--- config.mk ---
export PLATFORM = sky130hd
export DESIGN_NAME = mem_wb_stage
export DESIGN_NICKNAME = d
export VERILOG_FILES = /design/src/rtl/mem_wb_pkg.sv /design/src/rtl/mem_wb_skid.sv /design/src/rtl/mem_wb_stage.sv
export SDC_FILE = /design/constraint.sdc
export NUM_CORES = 1
export LEC_CHECK = 0
export CAP_MARGIN = 20
export CORE_ASPECT_RATIO = 0.8
export CORE_MARGIN = 2
export CORE_UTILIZATION = 65
export CTS_BUF_LIST = sky130_fd_sc_hd__clkbuf_8
export DETAILED_ROUTE_END_ITERATION = 8
export DONT_BUFFER_PORTS = 1
export PLACE_DENSITY = 0.8
export SLEW_MARGIN = 10
export SYNTH_ARGS = -nofsm -noshare
export SYNTH_HDL_FRONTEND = slang
export SYNTH_SLANG_ARGS = --single-unit
--- constraint.sdc ---
create_clock -name i_clk -period 3.65 [get_ports i_clk]
set_input_delay 0.365 -clock i_clk [delete_from_list [all_inputs] [get_ports i_clk]]
set_output_delay 0.365 -clock i_clk [all_outputs]
set_load 0.01 [all_outputs]
--- src/rtl/mem_wb_pkg.sv ---
// Shared types for the MEM/WB boundary: result/load-size encodings, payload struct,
// skid FSM states and the sub-word load extraction helper.
package mem_wb_pkg;

    localparam int DW_DEF = 32;
    localparam int RW_DEF = 5;

    typedef enum logic [1:0] {
        RES_ALU  = 2'b00,
        RES_LINK = 2'b01,
        RES_LO   = 2'b10,
        RES_HI   = 2'b11
    } ressel_e;

    typedef enum logic [1:0] {
        LD_B = 2'b00,
        LD_H = 2'b01,
        LD_W = 2'b10
    } ldsize_e;

    typedef enum logic [1:0] {
        SK_EMPTY = 2'b00,
        SK_ONE   = 2'b01,
        SK_FULL  = 2'b10
    } skid_st_e;

    typedef struct packed {
        logic [DW_DEF-1:0] alures;
        logic [DW_DEF-1:0] memout;
        logic [RW_DEF-1:0] regdst;
        logic [RW_DEF-1:0] rt;
        logic              memtoreg;
        logic              memread;
        logic              regwrite;
    } mem_wb_pl_t;

    // Encoding 2'b11 is unused and treated like a full word.
    function automatic logic [DW_DEF-1:0] ld_extract(
        input logic [DW_DEF-1:0] w,
        input logic [1:0]        sz,
        input logic              sgn,
        input logic [1:0]        lsb
    );
        logic [DW_DEF-1:0] sh;
        logic [7:0]        b;
        logic [15:0]       h;
        sh = '0;
        b  = '0;
        h  = '0;
        case (ldsize_e'(sz))
            LD_B: begin
                sh = w >> (8 * lsb);
                b  = sh[7:0];
                return {{(DW_DEF-8){sgn & b[7]}}, b};
            end
            LD_H: begin
                sh = w >> (16 * lsb[1]);
                h  = sh[15:0];
                return {{(DW_DEF-16){sgn & h[15]}}, h};
            end
            default: return w;
        endcase
    endfunction

endpackage

--- src/rtl/mem_wb_skid.sv ---
// Generic 2-entry skid buffer: main slot drives the outputs, skid slot absorbs the
// one extra beat accepted while downstream stalls. Ready is registered.
module mem_wb_skid
    import mem_wb_pkg::*;
#(
    parameter int PW = 8
) (
    input  logic          i_clk,
    input  logic          i_nrst,
    input  logic          i_flush,
    input  logic          i_valid,
    output logic          o_ready,
    input  logic [PW-1:0] i_data,
    output logic          o_valid,
    input  logic          i_ready,
    output logic [PW-1:0] o_data
);

    skid_st_e      state_q, state_d;
    logic [PW-1:0] main_q, main_d;
    logic [PW-1:0] skid_q, skid_d;
    logic          rdy_q;
    logic          accept, pop;

    assign o_valid = (state_q != SK_EMPTY);
    assign o_ready = rdy_q;
    assign o_data  = main_q;
    assign accept  = i_valid & rdy_q & ~i_flush;
    assign pop     = o_valid & i_ready;

    always_comb begin
        state_d = state_q;
        main_d  = main_q;
        skid_d  = skid_q;
        case (state_q)
            SK_EMPTY: if (accept) begin
                state_d = SK_ONE;
                main_d  = i_data;
            end
            SK_ONE: begin
                if (accept && pop) begin
                    main_d = i_data;
                end else if (accept) begin
                    state_d = SK_FULL;
                    skid_d  = i_data;
                end else if (pop) begin
                    state_d = SK_EMPTY;
                end
            end
            SK_FULL: if (pop) begin
                state_d = SK_ONE;
                main_d  = skid_q;
            end
            default: state_d = SK_EMPTY;
        endcase
        if (i_flush) state_d = SK_EMPTY;
    end

    always_ff @(posedge i_clk or negedge i_nrst) begin
        if (!i_nrst) begin
            state_q <= SK_EMPTY;
            main_q  <= '0;
            skid_q  <= '0;
            rdy_q   <= 1'b1;
        end else begin
            state_q <= state_d;
            main_q  <= main_d;
            skid_q  <= skid_d;
            rdy_q   <= (state_d != SK_FULL);
        end
    end

endmodule

--- src/rtl/mem_wb_stage.sv ---
// MEM/WB pipeline boundary: result select, skid-buffered handshake, gated write/forward.
// Optional load extraction when MEM_WB_LOADEXT_EN is defined.
module mem_wb_stage
    import mem_wb_pkg::*;
#(
    parameter int DW      = DW_DEF,
    parameter int RW      = RW_DEF,
    parameter int PC_STEP = 4
) (
    input  logic          i_clk,
    input  logic          i_nrst,
    input  logic          i_valid,
    output logic          o_ready,
    input  logic          i_flush,
    input  logic [DW-1:0] i_data_pc4,
    input  logic [DW-1:0] i_data_alures,
    input  logic [DW-1:0] i_data_memout,
    input  logic [DW-1:0] i_data_hi,
    input  logic [DW-1:0] i_data_lo,
    input  logic [1:0]    i_con_ressel,
    input  logic          i_con_memtoreg,
    input  logic          i_con_regwrite,
    input  logic          i_con_memread,
    input  logic [RW-1:0] i_addr_regdst,
    input  logic [RW-1:0] i_addr_rt,
    input  logic [1:0]    i_con_ldsize,
    input  logic          i_con_ldsigned,
    input  logic [1:0]    i_addr_lsb,
    output logic          o_valid,
    input  logic          i_ready,
    output logic [DW-1:0] o_data_alures,
    output logic [DW-1:0] o_data_memout,
    output logic [RW-1:0] o_addr_regdst,
    output logic [RW-1:0] o_addr_rt,
    output logic          o_con_memtoreg,
    output logic          o_con_memread,
    output logic          o_con_regwrite,
    output logic          o_fw_en,
    output logic [DW-1:0] o_fw_data
);

    localparam int PW = $bits(mem_wb_pl_t);

    mem_wb_pl_t    pl_in, pl_out;
    logic [DW-1:0] res, mem_x;

    always_comb begin
        case (ressel_e'(i_con_ressel))
            RES_ALU:  res = i_data_alures;
            RES_LINK: res = i_data_pc4 + DW'(PC_STEP);
            RES_LO:   res = i_data_lo;
            default:  res = i_data_hi;
        endcase
    end

`ifdef MEM_WB_LOADEXT_EN
    assign mem_x = i_con_memread
                 ? DW'(ld_extract(DW_DEF'(i_data_memout), i_con_ldsize, i_con_ldsigned, i_addr_lsb))
                 : i_data_memout;
`else
    logic unused_ldext;
    assign unused_ldext = ^{i_con_ldsize, i_con_ldsigned, i_addr_lsb};
    assign mem_x = i_data_memout;
`endif

    always_comb begin
        pl_in          = '0;
        pl_in.alures   = DW_DEF'(res);
        pl_in.memout   = DW_DEF'(mem_x);
        pl_in.regdst   = RW_DEF'(i_addr_regdst);
        pl_in.rt       = RW_DEF'(i_addr_rt);
        pl_in.memtoreg = i_con_memtoreg;
        pl_in.memread  = i_con_memread;
        pl_in.regwrite = i_con_regwrite;
    end

    mem_wb_skid #(.PW(PW)) u_skid (
        .i_clk   (i_clk),
        .i_nrst  (i_nrst),
        .i_flush (i_flush),
        .i_valid (i_valid),
        .o_ready (o_ready),
        .i_data  (pl_in),
        .o_valid (o_valid),
        .i_ready (i_ready),
        .o_data  (pl_out)
    );

    // Payload may be stale after a flush; only the valid-gated controls matter then.
    assign o_data_alures  = DW'(pl_out.alures);
    assign o_data_memout  = DW'(pl_out.memout);
    assign o_addr_regdst  = RW'(pl_out.regdst);
    assign o_addr_rt      = RW'(pl_out.rt);
    assign o_con_memtoreg = pl_out.memtoreg;
    assign o_con_memread  = pl_out.memread;
    assign o_con_regwrite = pl_out.regwrite & o_valid;
    assign o_fw_en        = o_valid & pl_out.regwrite & (|pl_out.regdst);
    assign o_fw_data      = pl_out.memtoreg ? o_data_memout : o_data_alures;

endmodule

## After elaboration in Yosys (flattened, before gate mapping)

Index checks and enable logic that the tools add are counted.

- Flip-flop bits (word level): 157
- Bits of input ports: 185
- Word-level logic and storage cells: 41

- Add/sub/neg operators: 1
- Eq/ne operators: 8
- Muxes and demuxes: 13
- Bitwise gates (word level): 7
- Reductions and logical operators: 8

Operators with widths:

| operator | count |
|---|---|
| $mux 77 | 3 |
| $pmux 77 s3 | 1 |
| $pmux 32 s3 | 1 |
| $add 32x3->32 const B | 1 |
| $mux 32 | 1 |
| $mux 2 | 6 |
| $ne 2x1->1 const B | 3 |
| $pmux 2 s3 | 1 |
| $and 1x1->1 | 5 |
| $reduce_or 5->1 | 1 |
| $eq 2x1->1 const B | 2 |
| $eq 2x2->1 const B | 2 |
| $logic_not 2->1 | 2 |
| $reduce_and 4->1 | 1 |
| $reduce_and 3->1 | 1 |
| $reduce_bool 3->1 | 1 |
| $ne 2x2->1 const B | 1 |
| $not 1->1 | 2 |
| $reduce_bool 2->1 | 1 |
| $logic_and 1x1->1 | 1 |

## Depth between registers and ports, before layout

- Depth after elaboration: 8
- Mapped depth: 9

## Hierarchy

A second synthesis with hierarchy kept.

- Cell total of the unflattened synthesis: 708
- Area total of the unflattened synthesis: 8518.2 sq um

Modules (own cells, without submodules):

| module | instances | cells an instance | area an instance (sq um) |
|---|---|---|---|
| mem_wb_skid | 1 | 514 | 6721.4 |
| mem_wb_stage | 1 | 194 | 1796.7 |

## Least setup slack after synthesis

Ideal clock, no wire load.

- Path kind: input to register
- Start: input port i_data_pc4[10]
- End: register u_skid.skid_q[68]
- Setup time: 125 ps
- Arrival: 2054 ps
- Data required time: 3525 ps
- Slack: 1471 ps
- Stages on the path: 7
- Path through: nand3_2 -> or4_4 -> buf_6 -> nor3_2 -> xor2_1 -> mux4_2 -> mux2_2

- Word-level cells in the longest chain between the ends: 2

Ends and longest elaborated chain:

| element | RTL line | RTL |
|---|---|---|
| start, declared | mem_wb_stage.sv:15 | `input logic [DW-1:0] i_data_pc4,` |
| $add 32x3->32 | mem_wb_stage.sv:50 | `RES_LINK: res = i_data_pc4 + DW'(PC_STEP);` |
| $pmux 32 s3 | mem_wb_stage.sv:48 | `case (ressel_e'(i_con_ressel))` |
| end signal, assigned | mem_wb_skid.sv:68 | `skid_q <= skid_d;` |
| end, declared | mem_wb_skid.sv:21 | `logic [PW-1:0] skid_q, skid_d;` |

Every way passes these cells.
A chain may end at the register's enable or synchronous reset.

## Worst setup path after layout

- Start: register u_skid.rdy_q, in the netlist u_skid.o_ready
- End: register u_skid.main_q[67], in the netlist u_skid.o_data[67]

- Word-level cells in the longest chain between the ends: 5
- Elaborated cells on any way between the ends: 6

Ends and longest elaborated chain:

| element | RTL line | RTL |
|---|---|---|
| start, declared | mem_wb_skid.sv:22 | `logic rdy_q;` |
| start signal, assigned | mem_wb_skid.sv:69 | `rdy_q <= (state_d != SK_FULL);` |
| $and 1x1->1 (*) (2 in a row) | mem_wb_skid.sv:28 | `assign accept = i_valid & rdy_q & ~i_flush;` |
| $logic_and 1x1->1 | mem_wb_skid.sv:41 | `if (accept && pop) begin` |
| $ne 2x1->1 (no line) | - |  |
| $reduce_and 4->1 (no line) (*) | - |  |
| end signal, assigned | mem_wb_skid.sv:67 | `main_q <= main_d;` |
| end, declared | mem_wb_skid.sv:20 | `logic [PW-1:0] main_q, main_d;` |

Every way passes the cells marked *; elsewhere a longest branch is shown, timed or not.

==> impl_metrics.sql <==
INSERT INTO impl_metrics (metric_group, metric, value, unit) VALUES
('status', 'outcome', 'finished with violations', ''),
('status', 'violations', 'negative hold slack', ''),
('global_routing', 'grt_pass1_vias', '6674', ''),
('synth', 'synthDominantAreaCellType', 'dfrtp_1', ''),
('synth', 'synth-main-ff-cell', 'dfrtp_1', ''),
('clock_network', 'clk_root_buffer_cell', 'clkbuf_8', ''),
('global_routing', 'globalRouteTotalUtil', '0.323', ''),
('synth', 'async_reset_ff_frac', '1.00', ''),
('route', 'routedWlPerCell', '23.3', 'um'),
('layout', 'final_common_cell', 'dfrtp_1', ''),
('worst_hold_path', 'hold_path.class', 'primary input to asynchronous set/reset pin', ''),
('route', 'met3_wirelength', '2410', 'um'),
('worst_setup_path', 'path_class', 'register to register', ''),
('pwr', 'sw_frac_of_total', '0.330', ''),
('route', 'detailedRoute.firstIterationViolations', '503', ''),
('clock_network', 'clk_path_buf_depth', '2', ''),
('layout', 'layout.area.seq', '0.00393', 'mm^2'),
('floorplan', 'die_area', '0.0147', 'mm^2'),
('worst_setup_path', 'arrival', '2690', 'ps'),
('timing', 'hold_ws', '-383', 'ps'),
('synth', 'yosys_warnings', '0', ''),
('pwr', 'cell_internal_power', '3.36', 'mW'),
('global_routing', 'globalRoute.totalOverflow', '0', ''),
('route', 'detailroute.wirelength.met2', '11200', 'um'),
('clock_network', 'cts_hold_buf', '1', ''),
('global_routing', 'grt_max_degree', '158', ''),
('synth', 'netlist_instances', '938', ''),
('global_routing', 'grt_pass1_wl', '36300', 'um'),
('clock_network', 'cts.repair.resized', '0', ''),
('floorplan', 'die-width', '135', 'um'),
('clock_network', 'cts-htree-levels', '4', ''),
('synth', 'ys_seq_area_frac', '0.440', ''),
('route', 'route.final.wire_length', '23800', 'um'),
('floorplan', 'top_level_ports', '297', ''),
('worst_setup_path', 'required_arrival_time_at_the_worst_endpoint', '3950', 'ps'),
('route', 'top_routing_layer_in_use', 'met5', ''),
('timing', 'report.final.slew_viol_count', '0', ''),
('pwr', 'power.share.combinational', '0.203', ''),
('run', 'timing.max_cap.violations', '0', ''),
('floorplan', 'initial_utilization', '0.662', ''),
('route', 'drtPass1Iterations', '6', ''),
('layout', 'layout-drive-gt1-share', '0.202', ''),
('placement', 'place_hpwl', '17600', 'um'),
('worst_setup_path', 'critical_path.endpoint_type', 'register', ''),
('synth', 'synthesis.nets', '1124', ''),
('layout', 'diodes', '0', ''),
('synth', 'synth_top_cells_by_area', 'dfrtp_1, mux2_2, nand2_1, buf_4, nor2_1', ''),
('synth', 'yosysUniqueCellTypes', '57', ''),
('timing', 'final.setup.tns', '0', 'ps'),
('clock_network', 'post_cts.repair.setup_buffers', '0', ''),
('pwr', 'leakage_power_figure', '3.67', 'nW'),
('clock_network', 'clock_sinks', '157', ''),
('timing', 'worst_slew_pin_slew', '870', 'ps'),
('layout', 'filler_cell_count', '1028', ''),
('timing', 'setup_repair_after_global_routing_missed_its_margin', 'false', ''),
('worst_setup_path', 'reg2reg_depth', '6', ''),
('placement', 'place.gp.congestion', '0.940', ''),
('route', 'final_antenna_net_count', '0', ''),
('floorplan', 'fp-row-count', '38', ''),
('placement', 'placedInstanceArea', '0.00843', 'mm^2'),
('synth', 'syn-cell-area', '0.00894', 'mm^2'),
('timing', 'hold_viol_final', '157', ''),
('placement', 'placement.io_buffers', '0', ''),
('global_routing', 'number_of_antenna_violations_at_the_first_check_in_global_routing', '1', ''),
('route', 'route.detailed.drc', '0', ''),
('timing', 'clock.fmax', '0.417', 'GHz'),
('pwr', 'net-switching-power', '1.66', 'mW'),
('worst_setup_path', 'crit_path_start_kind', 'register', ''),
('clock_network', 'clk-insertion-delay-late', '450', 'ps'),
('worst_setup_path', 'cp_max_fo', '31', ''),
('route', 'wl_met1', '9790', 'um');
[Yosys cell counts (all sizes together), types with 3 or more instances]
cell,count
a2111oi,5
a211oi,7
a21oi,25
a221oi,4
a31oi,53
and2,5
and3,8
buf,92
clkbuf,49
dfrtp,156
inv,4
mux2,99
mux2i,11
mux4,12
nand2,154
nand2b,3
nand3,20
nand4,10
nor2,89
nor2b,6
nor3,19
nor4,3
o21a,4
o21ai,35
o22ai,5
o31ai,9
or3,10
or4,4
xnor2,12
xor2,6
[stage by stage]
| stage | util | power [mW] | hold WS [ps] | instances |
|---|---|---|---|---|
| floorplan | - | 3.65 | 69.4 | 938 |
| global placement | 0.624 | 3.62 | 73.3 | 986 |
| detailed placement | 0.624 | 3.72 | 72.4 | 986 |
| CTS | 0.655 | 5.03 | -405 | 1019 |
| global route | 0.659 | 5.27 | -414 | 1021 |
| finish | 0.659 | 5.02 | -383 | 1021 |
[critical path, cell delays in order, from the launching register on]
cell       delay (ps)
dfstp_2           590
nand2_1           120
o31ai_1           460
a22oi_2           100
buf_4             270
a2111oi_0         600
nor3_1            100
[final timing paths]
check                                               from                       endpoint  slack [ps]
max reg2reg                     u_skid.o_ready$_DFF_PN1_  u_skid.o_data[67]$_DFFE_PN0P_        1250
min                                               i_nrst  u_skid.skid_q[71]$_DFFE_PN0P_        -380
min reg2reg                u_skid.skid_q[73]$_DFFE_PN0P_  u_skid.skid_q[73]$_DFFE_PN0P_         480
max in group asynchronous                         i_nrst       u_skid.o_ready$_DFF_PN1_        3720
min in group i_clk                      i_data_memout[1]  u_skid.o_data[14]$_DFFE_PN0P_          50
max                             u_skid.o_ready$_DFF_PN1_  u_skid.o_data[67]$_DFFE_PN0P_        1250
[final cells by class]
class                           instances  share of cell area
Multi-Input combinational cell        636               0.471
Sequential cell                       157               0.442
Clock buffer                           20              0.0309
Tap cell                              180              0.0253
Clock inverter                         12              0.0152
Timing Repair Buffer                   12              0.0141
Inverter                                4             0.00169
[cells by family (layout without fill, tap and decap cells)]
| family | Yosys count | count (layout) | share of synthesized area |
|---|---|---|---|
| AND/OR/NAND/NOR | 336 | 336 | 0.167 |
| AO/OA/AOI/OAI | 159 | 159 | 0.112 |
| flip-flops | 157 | 157 | 0.440 |
| buffers and inverters | 145 | 48 | 0.0949 |
| multiplexers | 122 | 122 | 0.167 |
| XOR/XNOR | 18 | 18 | 0.0176 |
| adder cells (fa/ha/maj) | 1 | 1 | 0.00140 |
[metal layers]
| metal | vias to the layer above | track usage |
|---|---|---|
| met3 | 38 | 0.0972 |
| met5 | - | 0 |
| met4 | 2 | 0.0938 |
| li1 | 3012 | - |
| met1 | 3350 | 0.433 |
| met2 | 397 | 0.517 |
[registers in the layout, summed over array words and instances (netlist names)]
name	cells
u_skid.o_ready	1
u_skid.o_data	77
u_skid.state_q	2
u_skid.skid_q	77
[power groups by stage]
| stage | Combinational [mW] | Sequential, mW | Clock, mW |
|---|---|---|---|
| 2_1_floorplan | 1.22 | 2.43 | 0 |
| 3_3_place_gp | 0.958 | 2.66 | 0 |
| 3_5_place_dp | 1.01 | 2.70 | 0 |
| 4_1_cts | 1.02 | 2.67 | 1.33 |
| 5_1_grt | 1.12 | 2.73 | 1.42 |
| 6_report | 1.02 | 2.68 | 1.33 |
(Power assumes the default switching activity.)
